==> config.mk <==
export PLATFORM = sky130hd
export DESIGN_NAME = alu_cmd_driver
export DESIGN_NICKNAME = d
export VERILOG_FILES = /design/src/rtl/alu_pkg.sv /design/src/rtl/alu_req_fifo.sv /design/src/rtl/alu_cmd_driver.sv
export SDC_FILE = /design/constraint.sdc
export NUM_CORES = 1
export LEC_CHECK = 0
export ABC_AREA = 0
export BUFFER_PORTS_ARGS = -buffer_cell sky130_fd_sc_hd__buf_4
export CAP_MARGIN = 20
export CORE_MARGIN = 2
export CORE_UTILIZATION = 56
export CTS_BUF_LIST = sky130_fd_sc_hd__clkbuf_8
export CTS_CLUSTER_SIZE = 28
export DETAILED_ROUTE_END_ITERATION = 8
export PLACE_DENSITY = 0.9
export SETUP_SLACK_MARGIN = 0.1
export SLEW_MARGIN = 20
export SYNTH_ARGS = -nofsm -noshare
export SYNTH_HDL_FRONTEND = slang
export SYNTH_SLANG_ARGS = --single-unit
==> constraint.sdc <==
create_clock -name clk -period 2.69 [get_ports clk]
set_clock_uncertainty 0.05 [all_clocks]
set_input_delay 0.538 -clock clk [delete_from_list [all_inputs] [get_ports clk]]
set_output_delay 0.538 -clock clk [all_outputs]
set_load 0.1 [all_outputs]
==> src/rtl/alu_pkg.sv <==
// alu_pkg: shared opcode constants, request payload and FSM state type for
// the ALU command driver and its request FIFO.
package alu_pkg;

    localparam logic [3:0] OP_ADD = 4'h0;
    localparam logic [3:0] OP_SUB = 4'h1;
    localparam logic [3:0] OP_MUL = 4'h2;
    localparam logic [3:0] OP_DIV = 4'h3;
    localparam logic [3:0] OP_AND = 4'h4;
    localparam logic [3:0] OP_OR  = 4'h5;
    localparam logic [3:0] OP_XOR = 4'h6;
    localparam logic [3:0] OP_NOT = 4'h7;
    localparam logic [3:0] OP_ENC = 4'h8;
    localparam logic [3:0] OP_MAX = 4'h8;

    localparam logic [7:0] ENC_KEY = 8'hAB;

    // Request payload queued in the FIFO (tag is appended by the user,
    // since its width is a module parameter).
    typedef struct packed {
        logic [3:0] opcode;
        logic [3:0] a;
        logic [3:0] b;
    } alu_req_t;

    typedef enum logic [1:0] {
        ST_IDLE,
        ST_ISSUE,
        ST_WAIT,
        ST_RESP
    } drv_state_e;

    // Only ADD/SUB produce meaningful carry/overflow; the core leaves the
    // previous flags in place for every other op.
    function automatic logic op_has_flags(input logic [3:0] op);
        return (op == OP_ADD) || (op == OP_SUB);
    endfunction

endpackage

==> src/rtl/alu_req_fifo.sv <==
// alu_req_fifo: synchronous FIFO of DEPTH x WIDTH entries (DEPTH a power of
// two, >= 2). Read data is the head entry, valid whenever empty_o is low.
// Ports:
//   clk, rst        clock, synchronous active-high reset
//   push_i, wdata_i write request (caller guarantees !full_o)
//   pop_i           remove head entry (caller guarantees !empty_o)
//   rdata_o         head entry
//   full_o, empty_o occupancy status
module alu_req_fifo #(
    parameter int unsigned DEPTH = 2,
    parameter int unsigned WIDTH = 14
) (
    input  logic             clk,
    input  logic             rst,
    input  logic             push_i,
    input  logic [WIDTH-1:0] wdata_i,
    input  logic             pop_i,
    output logic [WIDTH-1:0] rdata_o,
    output logic             full_o,
    output logic             empty_o
);

    localparam int unsigned AW    = $clog2(DEPTH);
    localparam int unsigned CNT_W = AW + 1;

    logic [WIDTH-1:0] mem_q [DEPTH];
    logic [AW-1:0]    wr_ptr_q;
    logic [AW-1:0]    rd_ptr_q;
    logic [CNT_W-1:0] cnt_q;

    // Storage has no reset; only pointers and count define occupancy.
    always_ff @(posedge clk) begin
        if (push_i) begin
            mem_q[wr_ptr_q] <= wdata_i;
        end
    end

    // Pointers wrap naturally because DEPTH is a power of two.
    always_ff @(posedge clk) begin
        if (rst) begin
            wr_ptr_q <= '0;
            rd_ptr_q <= '0;
            cnt_q    <= '0;
        end else begin
            if (push_i) begin
                wr_ptr_q <= wr_ptr_q + AW'(1);
            end
            if (pop_i) begin
                rd_ptr_q <= rd_ptr_q + AW'(1);
            end
            case ({push_i, pop_i})
                2'b10:   cnt_q <= cnt_q + CNT_W'(1);
                2'b01:   cnt_q <= cnt_q - CNT_W'(1);
                default: cnt_q <= cnt_q;
            endcase
        end
    end

    assign rdata_o = mem_q[rd_ptr_q];
    assign full_o  = (cnt_q == CNT_W'(DEPTH));
    assign empty_o = (cnt_q == CNT_W'(0));

endmodule

==> src/rtl/alu_cmd_driver.sv <==
// alu_cmd_driver: queues tagged ALU requests from a host, drives them one at
// a time into the registered 4-bit ALU core, waits ALU_LAT cycles, captures
// result/flags and returns a tagged response over valid/ready.
// Optional build macro ALU_CMD_DIVZERO_EN: DIV with b==0 is rejected like an
// illegal opcode and flagged on the extra rsp_divzero output.
// Ports:
//   clk, rst                        clock, synchronous active-high reset
//   req_valid/req_ready             request handshake
//   req_opcode/req_a/req_b/req_tag  request payload
//   alu_a/alu_b/alu_opcode          operand/opcode drive to the ALU core
//   alu_result/alu_carry/alu_overflow  ALU core outputs
//   rsp_valid/rsp_ready             response handshake
//   rsp_result/rsp_carry/rsp_overflow/rsp_illegal/rsp_tag  response payload
//   rsp_divzero                     (ALU_CMD_DIVZERO_EN only) DIV by zero
//   busy                            work queued or in flight
module alu_cmd_driver
    import alu_pkg::*;
#(
    parameter int unsigned DEPTH   = 2,
    parameter int unsigned TAG_W   = 2,
    parameter int unsigned ALU_LAT = 1
) (
    input  logic             clk,
    input  logic             rst,
    input  logic             req_valid,
    output logic             req_ready,
    input  logic [3:0]       req_opcode,
    input  logic [3:0]       req_a,
    input  logic [3:0]       req_b,
    input  logic [TAG_W-1:0] req_tag,
    output logic [3:0]       alu_a,
    output logic [3:0]       alu_b,
    output logic [3:0]       alu_opcode,
    input  logic [7:0]       alu_result,
    input  logic             alu_carry,
    input  logic             alu_overflow,
    output logic             rsp_valid,
    input  logic             rsp_ready,
    output logic [7:0]       rsp_result,
    output logic             rsp_carry,
    output logic             rsp_overflow,
    output logic             rsp_illegal,
    output logic [TAG_W-1:0] rsp_tag,
`ifdef ALU_CMD_DIVZERO_EN
    output logic             rsp_divzero,
`endif
    output logic             busy
);

    localparam int unsigned REQ_W = $bits(alu_req_t) + TAG_W;
    localparam int unsigned CNT_W = $clog2(ALU_LAT + 1);

    drv_state_e       state_q;
    logic [CNT_W-1:0] cnt_q;
    logic [TAG_W-1:0] tag_q;

    logic [REQ_W-1:0] fifo_wdata;
    logic [REQ_W-1:0] fifo_rdata;
    logic             fifo_full;
    logic             fifo_empty;
    logic             fifo_push;
    logic             fifo_pop;

    alu_req_t         head_req;
    logic [TAG_W-1:0] head_tag;
    logic             head_illegal_c;
    logic             head_divzero_c;
    logic             head_reject_c;

    // Request queue
    assign req_ready  = !fifo_full;
    assign fifo_push  = req_valid && !fifo_full;
    assign fifo_pop   = (state_q == ST_IDLE) && !fifo_empty;
    assign fifo_wdata = {req_opcode, req_a, req_b, req_tag};

    alu_req_fifo #(
        .DEPTH (DEPTH),
        .WIDTH (REQ_W)
    ) u_req_fifo (
        .clk     (clk),
        .rst     (rst),
        .push_i  (fifo_push),
        .wdata_i (fifo_wdata),
        .pop_i   (fifo_pop),
        .rdata_o (fifo_rdata),
        .full_o  (fifo_full),
        .empty_o (fifo_empty)
    );

    assign {head_req, head_tag} = fifo_rdata;

    // Requests that never reach the ALU
    assign head_illegal_c = (head_req.opcode > OP_MAX);
`ifdef ALU_CMD_DIVZERO_EN
    assign head_divzero_c = (head_req.opcode == OP_DIV) && (head_req.b == 4'h0);
`else
    assign head_divzero_c = 1'b0;
`endif
    assign head_reject_c  = head_illegal_c || head_divzero_c;

    assign busy = !fifo_empty || (state_q != ST_IDLE);

    // Sequencer: pop, issue, wait for ALU latency, hold response until taken
    always_ff @(posedge clk) begin
        if (rst) begin
            state_q      <= ST_IDLE;
            cnt_q        <= '0;
            tag_q        <= '0;
            alu_a        <= '0;
            alu_b        <= '0;
            alu_opcode   <= '0;
            rsp_valid    <= 1'b0;
            rsp_result   <= '0;
            rsp_carry    <= 1'b0;
            rsp_overflow <= 1'b0;
            rsp_illegal  <= 1'b0;
            rsp_tag      <= '0;
`ifdef ALU_CMD_DIVZERO_EN
            rsp_divzero  <= 1'b0;
`endif
        end else begin
            case (state_q)
                ST_IDLE: begin
                    if (!fifo_empty) begin
                        tag_q <= head_tag;
                        if (head_reject_c) begin
                            // Rejected ops answer immediately; ALU drive untouched.
                            rsp_valid    <= 1'b1;
                            rsp_result   <= '0;
                            rsp_carry    <= 1'b0;
                            rsp_overflow <= 1'b0;
                            rsp_illegal  <= 1'b1;
                            rsp_tag      <= head_tag;
`ifdef ALU_CMD_DIVZERO_EN
                            rsp_divzero  <= head_divzero_c;
`endif
                            state_q      <= ST_RESP;
                        end else begin
                            alu_a      <= head_req.a;
                            alu_b      <= head_req.b;
                            alu_opcode <= head_req.opcode;
                            state_q    <= ST_ISSUE;
                        end
                    end
                end
                ST_ISSUE: begin
                    cnt_q   <= CNT_W'(ALU_LAT);
                    state_q <= ST_WAIT;
                end
                ST_WAIT: begin
                    if (cnt_q == CNT_W'(1)) begin
                        // Stale flags from non-arithmetic ops are masked here.
                        rsp_valid    <= 1'b1;
                        rsp_result   <= alu_result;
                        rsp_carry    <= op_has_flags(alu_opcode) && alu_carry;
                        rsp_overflow <= op_has_flags(alu_opcode) && alu_overflow;
                        rsp_illegal  <= 1'b0;
                        rsp_tag      <= tag_q;
`ifdef ALU_CMD_DIVZERO_EN
                        rsp_divzero  <= 1'b0;
`endif
                        state_q      <= ST_RESP;
                    end else begin
                        cnt_q <= cnt_q - CNT_W'(1);
                    end
                end
                ST_RESP: begin
                    if (rsp_ready) begin
                        rsp_valid <= 1'b0;
                        state_q   <= ST_IDLE;
                    end
                end
                default: begin
                    state_q <= ST_IDLE;
                end
            endcase
        end
    end

endmodule

==> out/results.md <==
## Setup path
* CP Max Fanout: 5
* combined buffer and inverter count along the critical path: 2
* gate family responsible for the most delay along the worst path: adder cells
* critical path class: register to register
* critical path arrival: 2540 ps
* category of the worst setup path capture point: register
* delay of the slowest cell on the worst path: 380 ps
* Crit-path slowest cell: dfxtp_1
* sequence of cells on the critical path: inv_1 -> ha_1 -> o21ai_0 -> inv_1 -> ha_1 -> or3_1 -> a21oi_1
* type of origin of the critical path: register
* WP data required: 2920 ps

## Global route
* antenna violations before repair: 0
* number of global-route vias before repair: 1,688
* Tot GR Track Use: 21.0%
* wire length of the first global-routing pass: 8.14 mm
* total congestion overflow after global routing: 0
* largest net degree at the start of global routing: 36

## Drt
* number of DRC markers after the initial detailed-route iteration: 179
* drt pass-1 iters: 4
* Wirelength per Cell: 15.5 um
* drt total wl: 5.18 mm
* antenna-violating nets left: 0
* DRC Markers: 0
* total vias in the final route: 1,878
* Via density: 5.61

## Final layout
* area used by multi-input combinational logic: 1000 um^2
* Filler Cells Inserted: 323
* final std cell area, no fill: 3310 um^2
* antenna fix cells: 0
* synthesis-to-finish area growth: 25.1%
* register area: 1560 um^2
* fin nets: 310
* final instance count without filler cells: 335
* layout cell share with drive strength beyond 1: 35.9%

## Placement
* last weighted congestion value of the routability-driven placer: 0.807
* placed cells: 319
* placed wire-length estimate: 3.62 mm
* Post-DP Area: 3100 um^2
* port bufs: 55

## Timing
* Rel. slew slack: 39.2%
* total negative setup slack: 0 ps
* slew at the pin closest to its max-slew limit: 899 ps
* share of the clock period used by the worst path: 86.0%
* setup-violating endpoint count in the final report: 0
* count of final max-slew check failures: 0
* Min Clock Period, post-route: 2310 ps
* Fin. Hold Viols: 0
* peak clock frequency supported by timing: 432 MHz
* WHS: 326 ps
* RSZ-0062 raised after global routing: false

## Power and ir drop
* Comb power frac: 47.4%
* switching power total: 1.98 mW
* Flop pwr share: 33.0%
* power density over cell area: 1280 nW/um^2
* internal power component: 2.25 mW
* Worst IR Drop VDD: 624 uV
* leakage power: 1.26 nW
* switching share of power: 46.8%
* clock share of power: 19.6%

## Floorplanning
* placement row count: 25
* height of the chip: 72.8 um
* number of I/O pins: 56
* Horiz. Die Dim: 72.8 um
* starting utilization of the core area: 57.2%
* core outline area: 4630 um^2
* total die area: 5290 um^2

## Synth
* Yosys reg bits: 64
* number of unique standard cell types used by synthesis: 40
* number of enable flip-flop cells after synthesis: 28
* fraction of the yosys area taken by sequential cells: 59.0%
* count leader, synth: dfxtp_1
* Synth Area per Inst: 12.1 um^2
* Area contributors post-synth: edfxtp_1 32%, dfxtp_1 27%, mux2i_1 5.3%
* cell types with the highest counts after synthesis: 36 x dfxtp_1, 28 x edfxtp_1, 16 x o21ai_0
* cell area after synthesis: 2650 um^2
* number of warning messages in the yosys log: 0
* share of Yosys cell area claimed by the top area cell type: 31.8%
* predominant post-synthesis flop cell: dfxtp_1
* async set or reset register ratio after synthesis: 0%
* Net Count, Synth: 252
* Post-Syn Instances: 218
* largest area contributor in the netlist: edfxtp_1

## Clocking
* count of hold buffers inserted by post-cts repair: 0
* Num CTS Buffers: 9
* clock sink total: 64
* number of buffers added for setup after CTS: 0
* TritonCTS clock tree: done
* maximum buffer depth of the clock tree: 2
* maximum level of the CTS H-tree: 3
* Clock transition at path regs: 70 ps
* total of cells resized after clock tree synthesis: 0
* clock latency of the later-clocked register in the worst-skew pair: 340 ps
* CTS root buffer: clkbuf_8

## Flow run
* Max Cap Violations: 0

## Min path
* worst min path class: primary input to register

## Status
* outcome: finished, final reports clean

[metal layers]
metal  vias up  wire, um  GRT usage, %
met5         -         0             0
li1        932         -             -
met2        72      2300          29.2
met4         0       162          13.6
met3        14       302          5.39
met1       860      2420          29.2
[path summary, 6_finish.rpt]
check	depth (start not counted)	start	slack (ps)	to
hold / removal	1	req_b[3]	330	u_req_fifo.mem_q[0][5]
setup / recovery	7	state_q[1]	380	u_req_fifo.cnt_q[1]
setup reg to reg	7	state_q[1]	380	u_req_fifo.cnt_q[1]
hold reg to reg	2	rsp_result[3]	420	rsp_result[3]
[flip-flops by register name, summed over array words and instances, names as in the netlist, named ones only]
signal,cells
u_req_fifo.rd_ptr_q,1
rsp_valid,1
state_q,2
alu_a,4
u_req_fifo.mem_q,28
u_req_fifo.wr_ptr_q,1
rsp_carry,1
cnt_q,1
rsp_tag,2
rsp_illegal,1
u_req_fifo.cnt_q,2
alu_b,4
rsp_overflow,1
alu_opcode,4
rsp_result,8
tag_q,2
[power by group through the flow]
stage	registers [mW]	clock network, mW	logic, mW
final	1.40	0.828	2.00
after detailed placement	1.42	0	1.97
after global placement	1.40	0	1.94
after global routing	1.42	0.885	2.12
after floorplan	2.11	0	0.864
after CTS	1.40	0.845	1.98
[layout by cell type, fill, tap and decap left out, types with 3 or more instances in the layout]
cell type  synthesis  final
a211oi_2           9      9
a211oi_1           5      5
edfxtp_1          28     28
buf_4              1     60
a21oi_1           14     14
nor2b_1            3      3
xor2_1             3      3
ha_1               6      6
nand4_1           10     10
nand2_1            5      5
nor4_1             3      3
nor2_2             9      9
nor2_1            13     13
clkbuf_8           0     10
dfxtp_1           36     36
or3_1              3      3
mux2i_1           14     14
clkinv_4           0      3
o21ai_0           16     16
inv_1              7      7
[logic make-up after synthesis]
| group | share of synthesized area, % |
|---|---|
| AOI/OAI and AO/OA | 15.5 |
| xor gates and xnor gates | 1.32 |
| adders and majority gates | 2.84 |
| buffers and inverters | 3.64 |
| DFF | 59.0 |
| muxes | 5.72 |
| and+or+nand+nor | 12.0 |
[worst reg2reg max path, delay by kind of cell, from the launching register on]
family,cells,cell delay (ps)
compound gates,2,440
simple gates,1,380
buf+inv,2,380
fa+ha+maj,2,620
flops,1,380
[final cells by class]
type,instances,area share (%)
clock buffer,10,4.15
clock inverter,6,2.08
inverter,7,0.793
multi-input combinational,134,30.2
sequential,64,47.1
tap,54,2.04
timing repair buffer,60,13.6
[stage by stage]
| stage | total power [mW] | util [%] | setup WS [ps] |
|---|---|---|---|
| 6_report | 4.22 | 71.6 | 377 |
| 5_1_grt | 4.42 | 71.6 | 223 |
| 4_1_cts | 4.22 | 71.3 | 380 |
| 3_5_place_dp | 3.39 | 66.9 | 433 |
| 3_3_place_gp | 3.34 | 66.9 | 454 |
| 2_1_floorplan | 2.98 | - | 128 |
Power figures use the tool's default switching activity.
